<file path="config.mk">
export PLATFORM = sky130hd
export DESIGN_NAME = control_sequencer
export DESIGN_NICKNAME = d
export VERILOG_FILES = /design/src/rtl/cpu_ctrl_pkg.sv /design/src/rtl/opcode_class_decode.sv /design/src/rtl/control_sequencer.sv
export SDC_FILE = /design/constraint.sdc
export NUM_CORES = 1
export LEC_CHECK = 0
export ABC_CLOCK_PERIOD_IN_PS = 3200
export CAP_MARGIN = 30
export CORE_UTILIZATION = 48
export CTS_BUF_LIST = sky130_fd_sc_hd__clkbuf_16
export CTS_CLUSTER_SIZE = 20
export DETAILED_ROUTE_END_ITERATION = 8
export GPL_TIMING_DRIVEN = 0
export PLACE_DENSITY = 0.95
export SLEW_MARGIN = 10
export SYNTH_ARGS = -nofsm -noshare
export SYNTH_HDL_FRONTEND = slang
export SYNTH_SLANG_ARGS = --single-unit
</file>
<file path="constraint.sdc">
create_clock -name clk -period 3.2 [get_ports clk]
set_clock_uncertainty 0.05 [all_clocks]
set_input_delay 0.96 -clock clk [delete_from_list [all_inputs] [get_ports clk]]
set_output_delay 0.96 -clock clk [all_outputs]
set_load 0.01 [all_outputs]
</file>
<file path="src/rtl/cpu_ctrl_pkg.sv">
// Shared constants for the Mini SRC hardwired control unit: opcodes, state
// encodings and the instruction-class record produced by the opcode decoder.
package cpu_ctrl_pkg;

    localparam int unsigned OP_LD   = 0;
    localparam int unsigned OP_LDI  = 1;
    localparam int unsigned OP_ST   = 2;
    localparam int unsigned OP_ADD  = 3;
    localparam int unsigned OP_SUB  = 4;
    localparam int unsigned OP_SHR  = 5;
    localparam int unsigned OP_SHRA = 6;
    localparam int unsigned OP_SHL  = 7;
    localparam int unsigned OP_ROR  = 8;
    localparam int unsigned OP_ROL  = 9;
    localparam int unsigned OP_AND  = 10;
    localparam int unsigned OP_OR   = 11;
    localparam int unsigned OP_ADDI = 12;
    localparam int unsigned OP_ANDI = 13;
    localparam int unsigned OP_ORI  = 14;
    localparam int unsigned OP_DIV  = 15;
    localparam int unsigned OP_MUL  = 16;
    localparam int unsigned OP_NEG  = 17;
    localparam int unsigned OP_NOT  = 18;
    localparam int unsigned OP_BR   = 19;
    localparam int unsigned OP_NOP  = 26;
    localparam int unsigned OP_HALT = 27;

    // RST must stay all-zero: step_dbg is required to read 0 during reset.
    localparam logic [3:0] StRst  = 4'd0;
    localparam logic [3:0] StT0   = 4'd1;
    localparam logic [3:0] StT1   = 4'd2;
    localparam logic [3:0] StT2   = 4'd3;
    localparam logic [3:0] StT3   = 4'd4;
    localparam logic [3:0] StT4   = 4'd5;
    localparam logic [3:0] StT5   = 4'd6;
    localparam logic [3:0] StT6   = 4'd7;
    localparam logic [3:0] StT7   = 4'd8;
    localparam logic [3:0] StStop = 4'd9;
    localparam logic [3:0] StHalt = 4'd10;

    typedef struct packed {
        logic alu_r;
        logic alu_i;
        logic unary;
        logic muldiv;
        logic ld;
        logic ldi;
        logic st;
        logic br;
        logic nop;
        logic halt;
    } op_class_t;

endpackage

</file>
<file path="src/rtl/opcode_class_decode.sv">
// Maps an opcode to a one-hot instruction class; anything undefined raises illegal.
module opcode_class_decode
    import cpu_ctrl_pkg::*;
#(
    parameter int unsigned OPCODE_W = 5
) (
    input  logic [OPCODE_W-1:0] opcode,
    output op_class_t           op_class,
    output logic                illegal
);

    always_comb begin
        op_class = '0;
        illegal  = 1'b0;
        unique case (32'(opcode))
            OP_ADD, OP_SUB, OP_AND, OP_OR, OP_SHR,
            OP_SHRA, OP_SHL, OP_ROR, OP_ROL:  op_class.alu_r  = 1'b1;
            OP_ADDI, OP_ANDI, OP_ORI:         op_class.alu_i  = 1'b1;
            OP_NEG, OP_NOT:                   op_class.unary  = 1'b1;
            OP_MUL, OP_DIV:                   op_class.muldiv = 1'b1;
            OP_LD:                            op_class.ld     = 1'b1;
            OP_LDI:                           op_class.ldi    = 1'b1;
            OP_ST:                            op_class.st     = 1'b1;
            OP_BR:                            op_class.br     = 1'b1;
            OP_NOP:                           op_class.nop    = 1'b1;
            OP_HALT:                          op_class.halt   = 1'b1;
            default:                          illegal         = 1'b1;
        endcase
    end

endmodule

</file>
<file path="src/rtl/control_sequencer.sv">
// Hardwired Mini SRC control unit: fetch T0-T2, execute T3-T7, with memory-ready
// stalls, stop/resume at instruction boundaries, halt and illegal-opcode handling.
module control_sequencer
    import cpu_ctrl_pkg::*;
#(
    parameter int unsigned OPCODE_W = 5,
    parameter int unsigned ALU_OP_W = 5,
    parameter int unsigned STEP_W   = 4
) (
    input  logic                clk,
    input  logic                clr,
    input  logic [OPCODE_W-1:0] ir_opcode,
    input  logic                con_ff,
    input  logic                mem_ready,
    input  logic                stop,
    output logic                pc_out,
    output logic                zhigh_out,
    output logic                zlow_out,
    output logic                mdr_out,
    output logic                ba_out,
    output logic                c_out,
    output logic                r_out,
    output logic                mar_in,
    output logic                mdr_in,
    output logic                ir_in,
    output logic                y_in,
    output logic                z_in,
    output logic                pc_in,
    output logic                r_in,
    output logic                hi_in,
    output logic                lo_in,
    output logic                con_in,
    output logic                gra,
    output logic                grb,
    output logic                grc,
    output logic                inc_pc,
    output logic                mdr_read,
    output logic                mem_write,
    output logic [ALU_OP_W-1:0] alu_op,
    output logic                run,
    output logic                illegal_op,
    output logic [STEP_W-1:0]   step_dbg
);

    logic [3:0] state_q, state_d;
    logic [3:0] boundary;
    op_class_t  cls;
    logic       illegal;
    logic [ALU_OP_W-1:0] op_code, add_code;

    opcode_class_decode #(
        .OPCODE_W (OPCODE_W)
    ) u_decode (
        .opcode   (ir_opcode),
        .op_class (cls),
        .illegal  (illegal)
    );

    assign op_code  = ALU_OP_W'(ir_opcode);
    assign add_code = ALU_OP_W'(OP_ADD);
    // Every path that would re-enter T0 diverts to STOP while a stop is pending.
    assign boundary = stop ? StStop : StT0;

    always_comb begin
        state_d = state_q;
        case (state_q)
            StRst:  state_d = boundary;
            StT0:   state_d = StT1;
            StT1:   state_d = mem_ready ? StT2 : StT1;
            StT2:   state_d = StT3;
            StT3: begin
                if (cls.halt)                 state_d = StHalt;
                else if (cls.nop || illegal)  state_d = boundary;
                else                          state_d = StT4;
            end
            StT4:   state_d = cls.unary ? boundary : StT5;
            StT5:   state_d = (cls.alu_r || cls.alu_i || cls.ldi) ? boundary : StT6;
            StT6: begin
                if (cls.ld)       state_d = mem_ready ? StT7 : StT6;
                else if (cls.st)  state_d = StT7;
                else              state_d = boundary;
            end
            StT7: begin
                if (cls.st) state_d = mem_ready ? boundary : StT7;
                else        state_d = boundary;
            end
            StStop: state_d = stop ? StStop : StT0;
            StHalt: state_d = StHalt;
            default: state_d = StRst;
        endcase
    end

    always_ff @(posedge clk or negedge clr) begin
        if (!clr) state_q <= StRst;
        else      state_q <= state_d;
    end

    always_comb begin
        {pc_out, zhigh_out, zlow_out, mdr_out, ba_out, c_out, r_out} = '0;
        {mar_in, mdr_in, ir_in, y_in, z_in, pc_in, r_in, hi_in, lo_in, con_in} = '0;
        {gra, grb, grc, inc_pc, mdr_read, mem_write, illegal_op} = '0;
        alu_op = '0;
        run    = !(state_q == StRst || state_q == StStop || state_q == StHalt);
        case (state_q)
            StT0: {pc_out, mar_in, inc_pc, z_in} = '1;
            StT1: begin
                {zlow_out, mdr_read, mdr_in} = '1;
                pc_in = mem_ready;
            end
            StT2: {mdr_out, ir_in} = '1;
            StT3: begin
                illegal_op = illegal;
                if (cls.alu_r || cls.alu_i) {grb, r_out, y_in} = '1;
                else if (cls.unary) begin
                    {grb, r_out, z_in} = '1;
                    alu_op = op_code;
                end
                else if (cls.muldiv)                   {gra, r_out, y_in} = '1;
                else if (cls.ld || cls.ldi || cls.st)  {grb, ba_out, y_in} = '1;
                else if (cls.br)                       {gra, r_out, con_in} = '1;
            end
            StT4: begin
                if (cls.alu_r || cls.muldiv) begin
                    {r_out, z_in} = '1;
                    grc = cls.alu_r;
                    grb = cls.muldiv;
                    alu_op = op_code;
                end else if (cls.alu_i) begin
                    {c_out, z_in} = '1;
                    alu_op = op_code;
                end else if (cls.unary) begin
                    {zlow_out, gra, r_in} = '1;
                end else if (cls.ld || cls.ldi || cls.st) begin
                    {c_out, z_in} = '1;
                    alu_op = add_code;
                end else if (cls.br) begin
                    {pc_out, y_in} = '1;
                end
            end
            StT5: begin
                if (cls.alu_r || cls.alu_i || cls.ldi) {zlow_out, gra, r_in} = '1;
                else if (cls.muldiv)                   {zlow_out, lo_in} = '1;
                else if (cls.ld || cls.st)             {zlow_out, mar_in} = '1;
                else if (cls.br) begin
                    {c_out, z_in} = '1;
                    alu_op = add_code;
                end
            end
            StT6: begin
                if (cls.muldiv)  {zhigh_out, hi_in} = '1;
                else if (cls.ld) {mdr_read, mdr_in} = '1;
                else if (cls.st) {gra, r_out, mdr_in} = '1;
                else if (cls.br) begin
                    zlow_out = 1'b1;
                    pc_in    = con_ff;
                end
            end
            StT7: begin
                if (cls.ld)      {mdr_out, gra, r_in} = '1;
                else if (cls.st) mem_write = 1'b1;
            end
            default: ;
        endcase
    end

    assign step_dbg = STEP_W'(state_q);

endmodule

</file>
==> run_results.csv <==
group,metric,value,unit
run_status,outcome,"finished with violations",
run_status,violations,"negative setup slack",
timing,min_period,3260,ps
synth,synthFlopType,"dfrtp_1",
worst_setup_path,end_kind,"primary output",
worst_setup_path,cp_max_fo,5,
timing,setup_ws,-58.1,ps
worst_setup_path,crit_path_top_delay_cell,"mux2_4",
clock_tree,cts.path.max_buffers,2,
clock_tree,clk_pin_slew,30,ps
clock_tree,numCtsBuffers,3,
route,via_per_inst,7.10,
placement,routabilityCongestion,0.965,
die,die_area,2620,um2
die,fp.dieH,51.2,um
die,floorplan.initialDensity,51.5,%
timing,whs,829,ps
worst_setup_path,crit_family,"buffers and inverters",
finish,layout-drive-gt1-share,32.7,%
synth,synthTopCellsByArea,"dfrtp_1 (8.6%), nand2_1 (8.4%), nor2_1 (7.1%)",
synth,synth_area,1160,um2
clock_tree,htree_levels,1,
finish,instances_no_fill,279,
worst_setup_path,critical_path.max_stage_delay,270,ps
synth,synthArstFlopShare,100,%
global_route,overflow,0,
clock_tree,clkLatencyLatePin,220,ps
die,die_x,51.2,um
global_route,grt_max_degree,11,
flow_run,drv_cap,0,
synth,seq_area_frac_synth,8.62,%
pwr,ir_drop,0.000858,V
pwr,power.leakage,0.875,nW
timing,finalHoldViolCount,0,
placement,hpwl,3.00,mm
synth,syn_area_per_cell,6.18,um2
global_route,grt_pass1_wl,8.05,mm
finish,fill_cells,118,
synth,synth_cells,188,
route,wirelength,6.08,mm
synth,synth_warnings,0,
finish,diodes,0,
placement,port_buffers,43,
worst_setup_path,cp.required,2190,ps
timing,fmax,0.307,GHz
global_route,antenna_found_initial,0,
finish,largest_reg_flops,4,
synth,synth_fp_nets,198,
synth,synth_top_area_share,8.62,%
timing,finalCritPeriodShare,102,%
worst_setup_path,rrSetupSlack,1180,ps
timing,setup_violations,7,
pwr,p_per_area,605,nW/um2
synth,synthDistinctLibCells,47,
route,first_pass_iters,6,
synth,synth-edff-count,0,
worst_setup_path,crit_type,"in2out",
clock_tree,cts_hold_buffers,0,
synth,yosys.area.top_type,"dfrtp_1",
finish,nets,263,
die,io_pins,44,
clock_tree,tritoncts_num_sinks,4,
worst_setup_path,path_buf_inv,4,
route,drt_iter0_drc,243,
worst_hold_path,hold_path_class,"reg2reg",
placement,placed_cells,259,
timing,max-slew-margin-rel,66.4,%
timing,rsz0062_at_grt,"true",
timing,slew_viol_final,0,
clock_tree,cts_tree,"yes",
global_route,grt_pass1_vias,1640,
route,dr_total_vias,1982,
route,drt-wirelength-per-cell,21.8,um
die,coreArea,2250,um2
route,route.detailed.drc,0,
worst_setup_path,critical_path_arrival,2250,ps
timing,fin_tns_setup,-197,ps
worst_setup_path,start_kind,"input pin",
route,ant_nets,0,
timing,tightestPinTransition,504,ps
global_route,grtUsageTotal,40.9,%
worst_setup_path,crit_chain,"buf_8 -> buf_6 -> nand2_2 -> mux2_4 -> o21ai_2 -> o211ai_1 -> buf_4 -> o21ai_1 -> buf_2",
synth,ys_ff_latch,4,
die,fp-row-count,17,
finish,area_growth,69.9,%
clock_tree,clockRootBuffer,"clkbuf_16",
==> layout by cell type (no fill, tap or decap), types with 5 or more instances in the layout <==
cell | netlist | final
o211ai_1 | 5 | 5
dlygate4sd2_1 | 0 | 14
clkdlybuf4s50_1 | 0 | 11
nor3_1 | 10 | 8
a21oi_1 | 15 | 15
o21ai_1 | 4 | 6
buf_2 | 9 | 11
buf_4 | 4 | 25
nand3_1 | 7 | 6
nor2_1 | 22 | 18
o22ai_1 | 5 | 5
buf_6 | 1 | 6
nand2_1 | 26 | 24
nor2b_1 | 6 | 5
a31oi_1 | 5 | 5
o21ai_0 | 12 | 7
==> cells in the mapped netlist (2+ instances only) <==
cell type   n
nor2b_1     6
o211ai_1    5
o22ai_1     5
nand3_1     7
o21ai_1     4
nand2b_1    6
a21oi_1    15
inv_1       4
xor2_1      2
a311oi_2    2
a31oi_1     5
clkbuf_1    2
o21ai_0    12
nor3_1     10
nor3b_1     3
a22oi_1     4
nand2_1    26
buf_4       4
nor2_1     22
and3_1      3
buf_2       9
dfrtp_1     4
and2_1      4
==> cells by family (layout without fill, tap and decap cells) <==
family | Yosys count | in the layout | synth area share, %
and+or+nand+nor | 97 | 97 | 43.8
buffers and inverters | 21 | 84 | 9.70
muxes | 2 | 2 | 1.83
AOI/OAI and AO/OA | 61 | 61 | 33.8
DFF | 4 | 4 | 8.62
xor gates and xnor gates | 3 | 3 | 2.26
==> area by class of cell <==
cell class                      count  area, um2  share of cell area [%]
Multi-Input combinational cell    163       1080                    54.7
Timing Repair Buffer               61        534                    27.1
Buffer                             16        134                    6.79
Sequential cell                     4        100                    5.07
Clock buffer                        3       75.1                    3.80
Tap cell                           28       35.0                    1.78
Inverter                            4       15.0                   0.761
==> per-stage QoR <==
stage	cell area, um2	total power, mW	setup WS, ps	utilization [%]
global route	1970	1.25	-202	87.5
detailed placement	1630	0.887	-1040	72.1
finish	1970	1.19	-58.1	87.5
global placement	1630	0.877	-985	72.1
CTS	1860	1.08	-55.3	82.6
floorplan	1160	0.581	173	-
==> worst reg2reg max path: stages (launching register included) <==
cell and delay, ps:
dfrtp_1 570, nor2b_1 370, and2_1 360, o2bb2ai_2 180, buf_4 140, buf_4 100
o22ai_1 70, o211ai_1 90
==> power breakdown <==
group	switching [mW]	total [mW]	internal [mW]
registers	0.0551	0.128	0.0733
logic	0.497	0.874	0.377
clock network	0.0331	0.193	0.159
total	0.585	1.19	0.610
==> worst paths after layout <==
path / end / from / cells after the start
worst max-delay path: alu_op[0] / ir_opcode[0] / 9
worst min-delay path: step_dbg[0] / step_dbg[3] / 4
worst max register to register: step_dbg[3] / step_dbg[1] / 7
worst min register to register: step_dbg[0] / step_dbg[3] / 4
max in group asynchronous: step_dbg[1] / clr / 1
min in group asynchronous: step_dbg[0] / clr / 1
==> per-layer routing <==
metal / up-vias / part of all wire [%] / routed length [um] / GRT usage, %
li1: 815 / - / - / -
met5: - / 0 / 0 / 0
met1: 841 / 34 / 2070 / 53.4
met4: 0 / 7.9 / 480 / 19.0
met3: 79 / 18 / 1090 / 9.82
met2: 247 / 40 / 2430 / 62.7
==> what timing repair did <==
item                       in CTS  in global routing
resized for setup             119                 28
gates cloned                    1                  1
setup buffers                  13                  3
setup endpoints to repair      27                 15
pin swaps                       7                 10
(Power assumes the default switching activity.)
